## src/rtl/adder_share_arb.sv

```systemverilog
// adder_share_arb: one WIDTH-bit adder time-shared by NREQ round-robin requesters.
// Define ADDER_ARB_OVF_EN to add the registered signed-overflow output ovf_o.

module adder_share_arb_add #(
    parameter int WIDTH = 32
) (
    input  logic [WIDTH-1:0] a,
    input  logic [WIDTH-1:0] b,
    output logic [WIDTH-1:0] sum
);
    assign sum = a + b;
endmodule

module adder_share_arb #(
    parameter int WIDTH = 32,
    parameter int NREQ  = 4
) (
    input  logic                      clk_i,
    input  logic                      rst_i,
    input  logic [NREQ-1:0]           req_valid_i,
    output logic [NREQ-1:0]           req_ready_o,
    input  logic [NREQ*WIDTH-1:0]     src1_i,
    input  logic [NREQ*WIDTH-1:0]     src2_i,
    output logic                      res_valid_o,
    input  logic                      res_ready_i,
    output logic [WIDTH-1:0]          res_sum_o,
    output logic [$clog2(NREQ)-1:0]   res_id_o,
`ifdef ADDER_ARB_OVF_EN
    output logic                      ovf_o,
`endif
    output logic                      busy_o
);
    localparam int IDW = $clog2(NREQ);
    localparam logic [IDW:0] NREQ_W = (IDW+1)'(NREQ);

    typedef enum logic [1:0] {IDLE, CALC, HOLD} state_t;

    state_t                     state;
    logic [IDW-1:0]             rr_ptr;
    logic [NREQ-1:0][WIDTH-1:0] src1_v, src2_v;
    logic [WIDTH-1:0]           lat_a, lat_b, sum;
    logic [IDW-1:0]             lat_id;

    logic [NREQ-1:0] req_rot;
    logic [IDW-1:0]  off, win_id, ptr_nxt;
    logic [IDW:0]    win_sum;
    logic            can_grant;

    assign src1_v = src1_i;
    assign src2_v = src2_i;

    // Rotate requests so bit 0 is rr_ptr; lowest set bit is the winner's offset.
    always_comb begin
        req_rot = NREQ'({req_valid_i, req_valid_i} >> rr_ptr);
        off     = '0;
        for (int i = NREQ-1; i >= 0; i--)
            if (req_rot[i]) off = IDW'(i);
        win_sum = {1'b0, rr_ptr} + {1'b0, off};
        if (win_sum >= NREQ_W) win_sum = win_sum - NREQ_W;
        win_id  = win_sum[IDW-1:0];
    end

    assign ptr_nxt     = (win_id == IDW'(NREQ-1)) ? '0 : win_id + IDW'(1);
    assign can_grant   = !rst_i && (|req_valid_i) &&
                         (state == IDLE || (state == HOLD && res_ready_i));
    assign req_ready_o = can_grant ? (NREQ'(1) << win_id) : '0;
    assign busy_o      = (state != IDLE);

    adder_share_arb_add #(.WIDTH(WIDTH)) u_add (
        .a   (lat_a),
        .b   (lat_b),
        .sum (sum)
    );

    always_ff @(posedge clk_i or posedge rst_i) begin
        if (rst_i) begin
            state       <= IDLE;
            rr_ptr      <= '0;
            lat_a       <= '0;
            lat_b       <= '0;
            lat_id      <= '0;
            res_valid_o <= 1'b0;
            res_sum_o   <= '0;
            res_id_o    <= '0;
`ifdef ADDER_ARB_OVF_EN
            ovf_o       <= 1'b0;
`endif
        end else begin
            // Grant only happens in IDLE or an accepted HOLD, so latch independently of state.
            if (can_grant) begin
                lat_a  <= src1_v[win_id];
                lat_b  <= src2_v[win_id];
                lat_id <= win_id;
                rr_ptr <= ptr_nxt;
            end
            case (state)
                IDLE: if (can_grant) state <= CALC;
                CALC: begin
                    res_sum_o   <= sum;
                    res_id_o    <= lat_id;
                    res_valid_o <= 1'b1;
`ifdef ADDER_ARB_OVF_EN
                    ovf_o       <= (lat_a[WIDTH-1] == lat_b[WIDTH-1]) &&
                                   (sum[WIDTH-1] != lat_a[WIDTH-1]);
`endif
                    state       <= HOLD;
                end
                HOLD: if (res_ready_i) begin
                    res_valid_o <= 1'b0;
                    state       <= can_grant ? CALC : IDLE;
                end
                default: state <= IDLE;
            endcase
        end
    end
endmodule

```

## config.mk

```make
export PLATFORM = sky130hd
export DESIGN_NAME = adder_share_arb
export DESIGN_NICKNAME = d
export VERILOG_FILES = /design/src/rtl/adder_share_arb.sv
export SDC_FILE = /design/constraint.sdc
export NUM_CORES = 1
export LEC_CHECK = 0
export BUFFER_PORTS_ARGS = -buffer_cell sky130_fd_sc_hd__buf_4
export CAP_MARGIN = 20
export CORE_ASPECT_RATIO = 1.4
export CORE_MARGIN = 2
export CORE_UTILIZATION = 45
export DETAILED_ROUTE_END_ITERATION = 7
export GPL_TIMING_DRIVEN = 0
export PLACE_DENSITY = 0.79
export SKIP_CTS_REPAIR_TIMING = 1
export SYNTH_ARGS = -nofsm -noshare
export SYNTH_HDL_FRONTEND = slang
export SYNTH_SLANG_ARGS = --single-unit
```

## constraint.sdc

```tcl
create_clock -name clk_i -period 3.3 [get_ports clk_i]
set_input_delay 0 -clock clk_i [delete_from_list [all_inputs] [get_ports clk_i]]
set_output_delay 0 -clock clk_i [all_outputs]
set_load 0.005 [all_outputs]
```

======== Word-level counts from Yosys, hierarchy flattened ========
Index checks and enable logic that the tools add are counted.
storage, ports and cells
  flip-flop bits (word level) ............. 105
  bits in latches ......................... 0
  bits in writable memories ............... 0
  memory bits (read-only) ................. 0
  input bits .............................. 263
  output and inout bits ................... 40
  logic and storage cells ................. 49
  memories ................................ 0
operators by class
  add/sub/neg operators ................... 4
  multipliers ............................. 0
  div/mod/pow operators ................... 0
  magnitude comparators ................... 2
  equality and inequality tests ........... 5
  shift-type cells ........................ 2
  mux-type cells .......................... 17
  bitwise operators ....................... 0
  reduce and logical (&&, ||, !) cells .... 11
operators by type and width
  cell                                                         count
  binary-select mux 32 bit (select 2 bit)                      2
  two-way mux 32 bit                                           2
  adder 32 bit                                                 1
  two-way mux 2 bit                                            8
  right shift 8 x 2 -> 4 bit                                   1
  case mux 2 bit (3 select lines)                              1
  == test 2 bit (second input constant)                        2
  two-way mux 4 bit                                            1
  inequality test 2 bit (second input constant)                2
  AND reduction 2 bit                                          2
  nonzero test 2 bit                                           2
  OR reduction 4 bit                                           1
  left shift 1 x 2 -> 4 bit (first input constant)             1
  adder 2 x 2 -> 3 bit                                         1
  >= comparator 3 bit (second input constant)                  1
  logical AND 1 bit                                            3
  less-than comparator 2 x 3 -> 1 bit (second input constant)  1
  adder 2 x 1 -> 2 bit (second input constant)                 1
  == test 2 x 1 -> 1 bit (second input constant)               1
  logical NOT 2 bit                                            1
  two-way mux 1 bit                                            2
  case mux 1 bit (2 select lines)                              1
  subtractor 2 x 1 -> 2 bit (second input constant)            1
  logical NOT 1 bit                                            1
  logical OR 1 bit                                             1

======== Logic depth before layout (Yosys ltp) ========
  depth in word-level cells ............... 10
  gate-level depth with buffers ........... 13
  gate-level depth less buffers ........... 11

======== Modules after synthesis ========
Synthesis repeated with hierarchy kept, for this count alone.
second synthesis, totals
  cell total of the unflattened synthesis .. 881
  area, all modules ....................... 8191.6 um2
modules (own cells, without submodules)
  module               instances  cells an instance  area each (um2)  seq. area each (um2)
  adder_share_arb      1          645                6466.2           2627.5
  adder_share_arb_add  1          236                1725.4           0.0

======== Least setup slack after synthesis ========
OpenSTA, ideal clock, no wires.
  kind .................................... register to register
  from .................................... register rr_ptr[0]
  to ...................................... register lat_b[10]
  setup time .............................. 125 ps
  arrival time ............................ 2955 ps
  data required time ...................... 3175 ps
  path slack .............................. 220 ps
  cell stages (with the launch flop) ...... 12
  buffers on the path ..................... 3
  clock period less this slack ............ 3080 ps
  cell sequence ........................... dfrtp_1 clkbuf_1 nor2_1 nand2_1 o21ai_0 o21ai_0 o211ai_1 ha_1 buf_2 clkbuf_1 mux4_2 mux2_2
between the ends
  longest elaborated chain between the ends .. 10
  elaborated cells on any way between the ends .. 11
  those cells by class .................... 2 x add/sub; 1 x order compare; 1 x shift; 7 x mux
RTL lines
  element                                                                  line  text
  start, declared                                                          39    logic [IDW-1:0] rr_ptr;
  start signal, assigned                                                   94    rr_ptr <= ptr_nxt;
  right shift 8 x 2 -> 4 bit                                               54    req_rot = NREQ'({req_valid_i, req_valid_i} >> rr_ptr);
  two-way mux 2 bit (4 in series)                                          57    if (req_rot[i]) off = IDW'(i);
  adder 2 x 2 -> 3 bit (*)                                                 58    win_sum = {1'b0, rr_ptr} + {1'b0, off};
  >= comparator 3 bit / subtractor 2 x 1 -> 2 bit (equally long branches)  59    if (win_sum >= NREQ_W) win_sum = win_sum - NREQ_W;
  two-way mux 2 bit (*)                                                    59
  via win_sum[0]                                                           46    logic [IDW:0] win_sum;
  binary-select mux 32 bit (select 2 bit) (*)                              92    lat_b <= src2_v[win_id];
  two-way mux 32 bit (implied by the code) (*)                             92
  end signal, assigned                                                     92
  end, declared                                                            41    logic [WIDTH-1:0] lat_a, lat_b, sum;
Mark *: on every way through the listed nets, which the timed path passes. The rest lies on a longest branch. The select of a mux whose other input is x is not followed.
A chain may end at the register's enable or synchronous reset.

======== Worst setup path in the final report ========
  from .................................... register rr_ptr[0]
  to ...................................... register lat_b[16]
The elaborated chain is that of the path after synthesis.

==> impl_results.md <==
- Slew Limit Fails: 0
- Drt total wl: 23.74 mm
- Final Setup Violations: 0
- H-tree depth: 3
- FMAX: roughly 320 MHz
- CP arrival: 3380 ps
- Hold_ws: 92.37 ps
- Crit-path max FO: 10
- Setup CP Type: reg2reg
- Vias in the first global route: roughly 6900
- Seq/Total Area, Yosys: 0.3570
- Final instance area: between 10000 and 15000 µm²
- Initial antenna violation count: 0
- DR WL/cell: approximately 21 µm
- TritonCTS clock tree: built
- Worst Setup End Kind: register
- Hold violation total from the final report: 0
- Setup TNS: 0 ps
- Rows: between 50 and 60
- Vias per inst: around 5.7
- Layout cells sized above 1: 0.5121
- Pwr/cell area: between 1000 and 1500 nW/µm²
- Required @ worst endpoint: 3540 ps
- Min Tclk post-route: between 3000 and 4000 ps
- Synth Warn #: 0
- Clk root buf: clkbuf_16
- Final core occ: 0.6383
- Number of synthesized flops with an enable pin: 0
- Residual DRC: 0
- Avg Inst Size Synth: between 10 and 15 µm²
- Rel. slew slack: 0.4673
- Sinks on Clock Net: approximately 110
- DIE WIDTH: 112.1 µm
- Worst setup margin: 155.7 ps
- IO Port Bufs: approximately 300
- IO Count: 303
- Final Skew: approximately 9.4 ps
- Core area: roughly 16000 µm²
- Hold Path Stages: 3
- Placement Setup Slack: -572.2 ps
- Status: completed
- GRT Util Overall: 0.2737
- Commonest non-fill, non-tap cell in the layout: buf_4
- DR pass1 iterations: 5
- R2r worst-path depth: 11
- Cells after Synth: approximately 630
- Most frequent cells in the layout: buf_4 (308), dfrtp_1 (105), nand2_1 (65), mux4_2 (64), mux2_2 (64)
- Skew-Pair Late Insertion Delay: approximately 350 ps
- ANT nets after route: 0
- Yosys reg bits: about 110
- TritonCTS Buffers: 9
- Gr ovfl total: 0
- Clock-pin slew on the worst setup and hold paths: about 70 ps
- Layout area overhead: 39.66%
- Starting Density: 0.4570
- GP Congestion: 0.8640
- Mapped cell area: around 7400 µm²
- Asr flop ratio synth: 1.000
- # diodes: 0
- Syn_nets: a little over 900
- RSZ-0062 raised after global routing: true
- Nets@finish: around 1200
- Worst Max-Slew Pin Slew: between 700 and 800 ps
- First-pass GRT wire length: between 30 and 40 mm
- Ys flop type: dfrtp_1
- Worst hold path class: in2reg
- Die area: approximately 17000 µm²
- Max_cap viols: 0
- DP HPWL: a little under 20 mm
- DR vias: approximately 6600
- 1st-iter DRT viols: around 340
- CTS max path bufs: 2
- Largest net degree at the start of global routing: between 60 and 70
- Max IR drop VDD: roughly 880 µV
- Synth cell types: 61
- Fin crit share: 0.9528
- Total leakage power: about 4.8 nW
- Die height: roughly 160 µm
- Worst setup SP type: register
- Dpl cell area: between 9000 and 10000 µm²
-- critical path, stage by stage (launching register included) --
cell      delay (ps)
dfrtp_1          360
clkbuf_2         220
nor2_1            70
nand2_1           60
o21ai_0           70
o21ai_0          150
o211ai_1         150
ha_1             400
buf_2            340
buf_4            330
mux4_2           600
mux2_2           280
-- area by class of cell --
cell class | instances | area [µm²]
inverters | 10 | 40.04
clock buffers | 11 | 252.7
repair buffers | 304 | 2307
fillers | 1387 | 5824
multi-input cells | 470 | 4509
flip-flops and latches | 105 | 2628
plain buffers | 44 | 215.2
well taps | 199 | 249.0
clock inverters | 5 | 77.57
-- where the power goes --
part           total (W)  switching [W]  internal (W)
Combinational    0.00805        0.00403       0.00402
Clock            0.00118       0.000481      0.000704
Sequential       0.00237       0.000417       0.00195
-- per-stage QoR --
stage,total power (W),std cells
6_report,0.01161,1148
5_1_grt,0.01248,1148
4_1_cts,0.01156,1146
3_5_place_dp,0.01033,1130
3_3_place_gp,0.01015,1129
2_1_floorplan,0.008084,629
-- synthesized netlist by cell type (4+ instances only) --
cell type | instances | area (µm²)
xor2_1 | 12 | 105.1
dfrtp_1 | 105 | 2628
nor3b_1 | 6 | 45.04
inv_1 | 9 | 33.78
o21ai_0 | 37 | 185.2
buf_2 | 13 | 65.06
nor2b_1 | 5 | 31.28
o31ai_1 | 4 | 30.03
mux2_2 | 64 | 720.7
o21ai_1 | 5 | 25.02
and3_1 | 5 | 31.28
buf_4 | 4 | 30.03
a21o_1 | 17 | 127.6
and2_1 | 6 | 37.54
nand4_1 | 9 | 56.30
clkbuf_1 | 24 | 90.09
nand3_1 | 9 | 45.04
mux4_2 | 64 | 1441
o21a_1 | 4 | 30.03
nand2b_1 | 7 | 43.79
nand2_1 | 65 | 244.0
nor3_1 | 5 | 25.02
ha_1 | 36 | 450.4
nor2_1 | 22 | 82.58
a21oi_1 | 25 | 125.1
xnor2_1 | 12 | 105.1
o21bai_1 | 4 | 30.03
-- worst paths after layout --
check / start / endpoint / slack, ps
worst max-delay path: rr_ptr[0]$_DFFE_PP0P_ / lat_b[16]$_DFFE_PP0P_ / 160
worst min-delay path: src2_i[25] / lat_b[25]$_DFFE_PP0P_ / 90
worst max register to register: rr_ptr[0]$_DFFE_PP0P_ / lat_b[16]$_DFFE_PP0P_ / 160
worst min register to register: res_sum_o[12]$_DFFE_PP0P_ / res_sum_o[12]$_DFFE_PP0P_ / 480
max in group asynchronous: rst_i / res_sum_o[10]$_DFFE_PP0P_ / 2370
min in group asynchronous: rst_i / res_valid_o$_DFFE_PP0P_ / 240
-- registers in the layout, indices dropped and copies added (netlist names) --
register and cells:
lat_a 32, lat_b 32, res_sum_o 32, lat_id 2, res_id_o 2, rr_ptr 2
state 2, res_valid_o 1
-- per-layer routing --
| metal | vias to the layer above | part of all wire | global-route usage |
|---|---|---|---|
| met4 | 0 | 0.030 | 0.1028 |
| met1 | 3251 | 0.40 | 0.3558 |
| met3 | 42 | 0.055 | 0.04480 |
| met2 | 239 | 0.52 | 0.4618 |
| li1 | 3020 | - | - |
| met5 | - | 0 | 0 |
-- kinds of logic after synthesis --
| logic type | after synthesis | share of synthesized area |
|---|---|---|
| compound gates | 126 | 0.1195 |
| xor+xnor | 25 | 0.03077 |
| fa+ha+maj | 37 | 0.06392 |
| buf+inv | 54 | 0.03179 |
| flops | 105 | 0.3570 |
| mux | 130 | 0.2965 |
| simple gates | 152 | 0.1005 |
No activity file was read; power rests on OpenSTA's default activity.
